--- config.mk ---
export PLATFORM = sky130hd
export DESIGN_NAME = regfile_wr_arbiter
export DESIGN_NICKNAME = d
export VERILOG_FILES = /design/src/rtl/regfile_wr_arbiter_pkg.sv /design/src/rtl/regfile_wr_arbiter_rr_arb2.sv /design/src/rtl/regfile_wr_arbiter.sv
export SDC_FILE = /design/constraint.sdc
export NUM_CORES = 1
export LEC_CHECK = 0
export ABC_AREA = 1
export BUFFER_PORTS_ARGS = -buffer_cell sky130_fd_sc_hd__buf_2
export CORE_MARGIN = 1
export CORE_UTILIZATION = 25
export DETAILED_ROUTE_END_ITERATION = 8
export PLACE_DENSITY = 0.59
export SLEW_MARGIN = 20
export SYNTH_ARGS = -nofsm -noshare
export SYNTH_HDL_FRONTEND = slang
export SYNTH_SLANG_ARGS = --single-unit
--- constraint.sdc ---
create_clock -name CLK -period 1.79 [get_ports CLK]
set_clock_uncertainty 0.15 [all_clocks]
set_input_delay 0.179 -clock CLK [delete_from_list [all_inputs] [get_ports CLK]]
set_output_delay 0.179 -clock CLK [all_outputs]
set_load 0.02 [all_outputs]
--- src/rtl/regfile_wr_arbiter_pkg.sv ---
// Shared CPU constants and the port-select type used by the writeback arbiter.
package regfile_wr_arbiter_pkg;

    localparam int RF_ADDR_W = 5;
    localparam int RF_DATA_W = 32;
    localparam int ZERO_REG  = 0;

    typedef enum logic {
        PORT_A = 1'b0,
        PORT_B = 1'b1
    } port_sel_e;

endpackage

--- src/rtl/regfile_wr_arbiter_rr_arb2.sv ---
// Two-way round-robin grant with a force-B override for same-register collisions.
module rr_arb2
    import regfile_wr_arbiter_pkg::*;
(
    input  logic       clk_i,
    input  logic       rst_ni,
    input  logic       req_a_i,
    input  logic       req_b_i,
    input  logic       force_b_i,
    output logic [1:0] gnt_o
);

    port_sel_e  last_q, last_d;
    logic [1:0] gnt_d;

    always_comb begin
        gnt_d  = 2'b00;
        last_d = last_q;
        if (rst_ni) begin
            if (req_a_i && req_b_i) begin
                // A tie goes to whoever did not win last, unless B is forced
                if (force_b_i || last_q == PORT_A) gnt_d[PORT_B] = 1'b1;
                else                               gnt_d[PORT_A] = 1'b1;
            end else begin
                gnt_d[PORT_A] = req_a_i;
                gnt_d[PORT_B] = req_b_i;
            end
        end
        if (gnt_d[PORT_A])      last_d = PORT_A;
        else if (gnt_d[PORT_B]) last_d = PORT_B;
    end

    always_ff @(posedge clk_i) begin
        if (!rst_ni) last_q <= PORT_B;
        else         last_q <= last_d;
    end

    assign gnt_o = gnt_d;

endmodule

--- src/rtl/regfile_wr_arbiter.sv ---
// Shares the register-file write port between the main writeback (A) and an
// auxiliary long-latency unit (B); registers the winning write.
module regfile_wr_arbiter
    import regfile_wr_arbiter_pkg::*;
#(
    parameter int DATA_W = RF_DATA_W,
    parameter int ADDR_W = RF_ADDR_W,
    parameter int CNT_W  = 8
) (
    input  logic              CLK,
    input  logic              RST,
    input  logic              a_valid,
    input  logic [ADDR_W-1:0] a_reg,
    input  logic [DATA_W-1:0] a_data,
    output logic              a_ready,
    input  logic              b_valid,
    input  logic [ADDR_W-1:0] b_reg,
    input  logic [DATA_W-1:0] b_data,
    output logic              b_ready,
    output logic              RegWre,
    output logic [ADDR_W-1:0] WriteReg,
    output logic [DATA_W-1:0] WriteData,
    output logic [CNT_W-1:0]  cont_cnt
);

    localparam logic [ADDR_W-1:0] ZERO_IDX = ADDR_W'(ZERO_REG);

    logic [1:0]        gnt;
    logic              same_reg;
    logic              xfer;
    logic [ADDR_W-1:0] sel_reg;
    logic [DATA_W-1:0] sel_data;

    logic              regwre_q, regwre_d;
    logic [ADDR_W-1:0] wreg_q, wreg_d;
    logic [DATA_W-1:0] wdata_q, wdata_d;
    logic [CNT_W-1:0]  cnt_q, cnt_d;

    // B goes first on a same-register clash so A's value lands last
    assign same_reg = (a_reg == b_reg) && (a_reg != ZERO_IDX);

    rr_arb2 u_arb (
        .clk_i    (CLK),
        .rst_ni   (RST),
        .req_a_i  (a_valid),
        .req_b_i  (b_valid),
        .force_b_i(same_reg),
        .gnt_o    (gnt)
    );

    assign a_ready  = gnt[PORT_A];
    assign b_ready  = gnt[PORT_B];
    assign xfer     = |gnt;
    assign sel_reg  = gnt[PORT_B] ? b_reg  : a_reg;
    assign sel_data = gnt[PORT_B] ? b_data : a_data;

    always_comb begin
        regwre_d = 1'b0;
        wreg_d   = wreg_q;
        wdata_d  = wdata_q;
        if (xfer && sel_reg != ZERO_IDX) begin
            regwre_d = 1'b1;
            wreg_d   = sel_reg;
            wdata_d  = sel_data;
        end
        cnt_d = cnt_q;
        if (a_valid && b_valid && cnt_q != {CNT_W{1'b1}}) cnt_d = cnt_q + 1'b1;
    end

    always_ff @(posedge CLK) begin
        if (!RST) begin
            regwre_q <= 1'b0;
            wreg_q   <= '0;
            wdata_q  <= '0;
            cnt_q    <= '0;
        end else begin
            regwre_q <= regwre_d;
            wreg_q   <= wreg_d;
            wdata_q  <= wdata_d;
            cnt_q    <= cnt_d;
        end
    end

    assign RegWre    = regwre_q;
    assign WriteReg  = wreg_q;
    assign WriteData = wdata_q;
    assign cont_cnt  = cnt_q;

endmodule

==> summary.md <==
| Metric | Value |
|---|---|
| Status | `complete, no violations` |
| Synth Register Bits | `47` |
| Leakage power | `2.20 nW` |
| Logic pwr share | `0.319` |
| Port Buffers | `125` |
| Nets@finish | `652` |
| Crit Path Max Fanout | `9` |
| Fin. max-slew vios | `0` |
| Pre-antenna DRT Iters | `4` |
| Number of synthesized flops with an enable pin | `0` |
| DRT antenna net count | `0` |
| Routed length per instance | `11.3 um` |
| Critical Path Sink Type | `flip-flop` |
| Mean Syn Cell Area | `6.50 sq um` |
| Synth Instances | `415` |
| Die W | `106 um` |
| Min Hold Slack | `129 ps` |
| Reg power frac | `0.421` |
| Top Family by Delay on Critical Path | `simple AND/OR/NAND/NOR gates` |
| Startpoint Class | `input pin` |
| Setup violators final | `0` |
| CTS tree | `done` |
| Initial antenna violation count | `0` |
| Yosys cell types | `26` |
| Final Hold Fails | `0` |
| Int Pwr | `0.00195 W` |
| Starting Density | `0.260` |
| Total power | `0.00285 W` |
| RSZ-0062 raised after global routing | `yes` |
| Worst-margin pin slew | `267 ps` |
| Area leader, netlist | `dfxtp_1` |
| Psw | `0.000893 W` |
| CTS Buffer Depth | `2` |
| CP max stage cell | `clkbuf_16` |
| Placer congestion estimate | `0.752` |
| Placed Cells incl. Taps | `690` |
| N_diodes | `0` |
| Vias per inst | `4.27` |
| Max IR drop VDD | `0.000386 V` |
| Largest net degree at the start of global routing | `36` |
| Die area | `11200 sq um` |
| CP max stage delay | `180 ps` |
| Max cap viols | `0` |
| Setup TNS | `0 ps` |
| Synth-to-layout area growth | `53.7%` |
| GRT Total Usage | `0.133` |
| Post-DP HPWL | `5.74 mm` |
| Post-Syn Nets | `494` |
| Post-Syn Area | `2700 sq um` |
| Warnings, synthesis | `0` |
| Ys async rst share | `0` |
| Setup CP Type | `input pin to flip-flop` |
| Power Density | `687 nW/um^2` |
| H-tree depth | `2` |
| Area share of the largest cell type after synthesis | `0.349` |
| TritonCTS buffer count | `5` |
| Sequential-to-total area share from yosys stat | `0.349` |
| Core area | `10400 sq um` |
| Hold/Removal Path Class | `input pin to flip-flop` |
| Num rows | `37` |
| Clock Sinks | `47` |
| Die Ht | `106 um` |
| Design Area, Final | `4140 sq um` |
| Placed cell areas | `3720 sq um` |
| Most common cell on crit path | `nand2_1` |
| Max_slew headroom | `0.822` |
| Layout cells sized above 1 | `0.452` |
| Number of global-route vias before repair | `2755` |
| Multi-input logic area | `1650 sq um` |
| Fillers | `1111` |
| DRC | `0` |
| Part of the power in the clock network | `0.260` |
| Most frequent cell after synthesis | `nand2_1` |
| Top_reg_cell synth | `dfxtp_1` |
| Sw Ratio | `0.314` |
| Buffer and inverter count on the worst path | `3` |
| List of most frequent post-synthesis cells | `nand2_1 (168), nor2_1 (49), dfxtp_1 (47)` |
| Clock latency at the later pin of the worst-skew pair | `280 ps` |
| First-pass GRT wire length | `12.2 mm` |
| Final cycle utilization of the critical path | `0.959` |
| Total gr overflow | `0` |
| CTS root buf | `clkbuf_8` |
| Required @ worst endpoint | `1870 ps` |
| Register area | `945 sq um` |
| Clk slew on worst S/H paths | `80 ps` |
| Drt initial violations | `80` |
| Top cells by area, synth | `dfxtp_1 (35%), nand2_1 (23%), nand3b_1 (8.9%)` |
| IO Count | `126` |
| Critical path cell sequence | `buf_2 > nor2_1 > nand2_1 > nand2_1 > nand3_2 > nand3_4 > buf_6 > nand4_1 > nand2_2 > nand2_2 > nor2_4 > nand2_4 > clkbuf_16 > nand3b_1 > nand2_1 > nor2_1` |
| Post-Layout Cell Count | `709` |
| Critical path arrival | `1800 ps` |
| Final Critical Period | `1720 ps` |
| Total Wirelength | `8.02 mm` |
| Via count | `3029` |
| F_max | `583 MHz` |
-- cell families (layout without fill, tap and decap cells) --
kind of cell    Yosys count  in the layout  share of synthesized area
buf+inv                  46            203                     0.0849
simple gates            302            303                      0.519
fa+ha+maj                 1              1                    0.00464
compound gates           19             19                     0.0427
flops                    47             47                      0.349
-- sequential cells by signal, indices dropped and copies added, names as in the netlist --
signal and cells:
WriteReg 5, cont_cnt 8, RegWre 1, u_arb.last_q 1, WriteData 32
-- worst paths after layout --
path	start	endpoint	slack, ps	depth (start not counted)
setup / recovery	b_reg[4]	WriteData[26]$_SDFFE_PN0P_	70	16
hold / removal	b_data[6]	WriteData[6]$_SDFFE_PN0P_	130	6
setup reg to reg	u_arb.last_q$_SDFFE_PN1P_	WriteData[26]$_SDFFE_PN0P_	80	11
hold reg to reg	WriteReg[4]$_SDFFE_PN0P_	WriteReg[4]$_SDFFE_PN0P_	320	2
-- through the flow --
| stage | util | worst slack [ps] |
|---|---|---|
| final | 0.400 | 73.7 |
| after global routing | 0.400 | -70.9 |
| after CTS | 0.372 | 13.0 |
| after detailed placement | 0.359 | -367 |
| after global placement | 0.359 | -278 |
| after floorplan | - | -3.03 |
-- power by group through the flow --
stage	registers, W	clock network, W	logic (W)
5_1_grt	0.00121	0.000825	0.00101
2_1_floorplan	0.00132	0	0.000408
3_5_place_dp	0.00122	0	0.000833
4_1_cts	0.00120	0.000787	0.000843
6_report	0.00120	0.000740	0.000909
3_3_place_gp	0.00122	0	0.000823
-- cell usage in the layout (no fill, tap or decap), types with 5 or more instances in the layout --
| cell type | count |
|---|---|
| dfxtp_1 | 44 |
| nor2_1 | 42 |
| inv_1 | 13 |
| buf_4 | 36 |
| nor2_2 | 37 |
| o21ai_0 | 5 |
| a21oi_1 | 9 |
| buf_2 | 117 |
| nand3b_1 | 32 |
| clkbuf_8 | 5 |
| nand2_2 | 15 |
| nand2_1 | 154 |
| inv_2 | 6 |
| buf_12 | 6 |
| nand3_1 | 8 |
| buf_6 | 9 |
-- routing by layer --
metal	track usage	vias up	wire, um
met3	0.0291	4	403
met2	0.242	69	3970
li1	-	1604	-
met5	0	-	0
met1	0.156	1352	3590
met4	0.0327	0	53
-- what timing repair did --
item,in CTS,in global routing
hold buffers,0,0
hold endpoints to repair,0,0
buffers inserted,0,8
gates resized for setup,7,50
cloned,0,4
pin swaps,0,19
setup endpoints to repair,38,42
-- cell type report --
class,instances,area share
tap,136,0.0411
timing repair buffer,170,0.272
multi-input combinational,323,0.399
clock buffer,6,0.0175
sequential,47,0.228
timing repair inverter,1,0.00272
clock inverter,1,0.00725
inverter,25,0.0329
-- worst register-to-register path: cells and delay by family, from the launching register on --
kind	cells	cell delay [ps]
flops	1	350
buf+inv	2	290
simple gates	9	870
No activity file was read; power rests on OpenSTA's default activity.
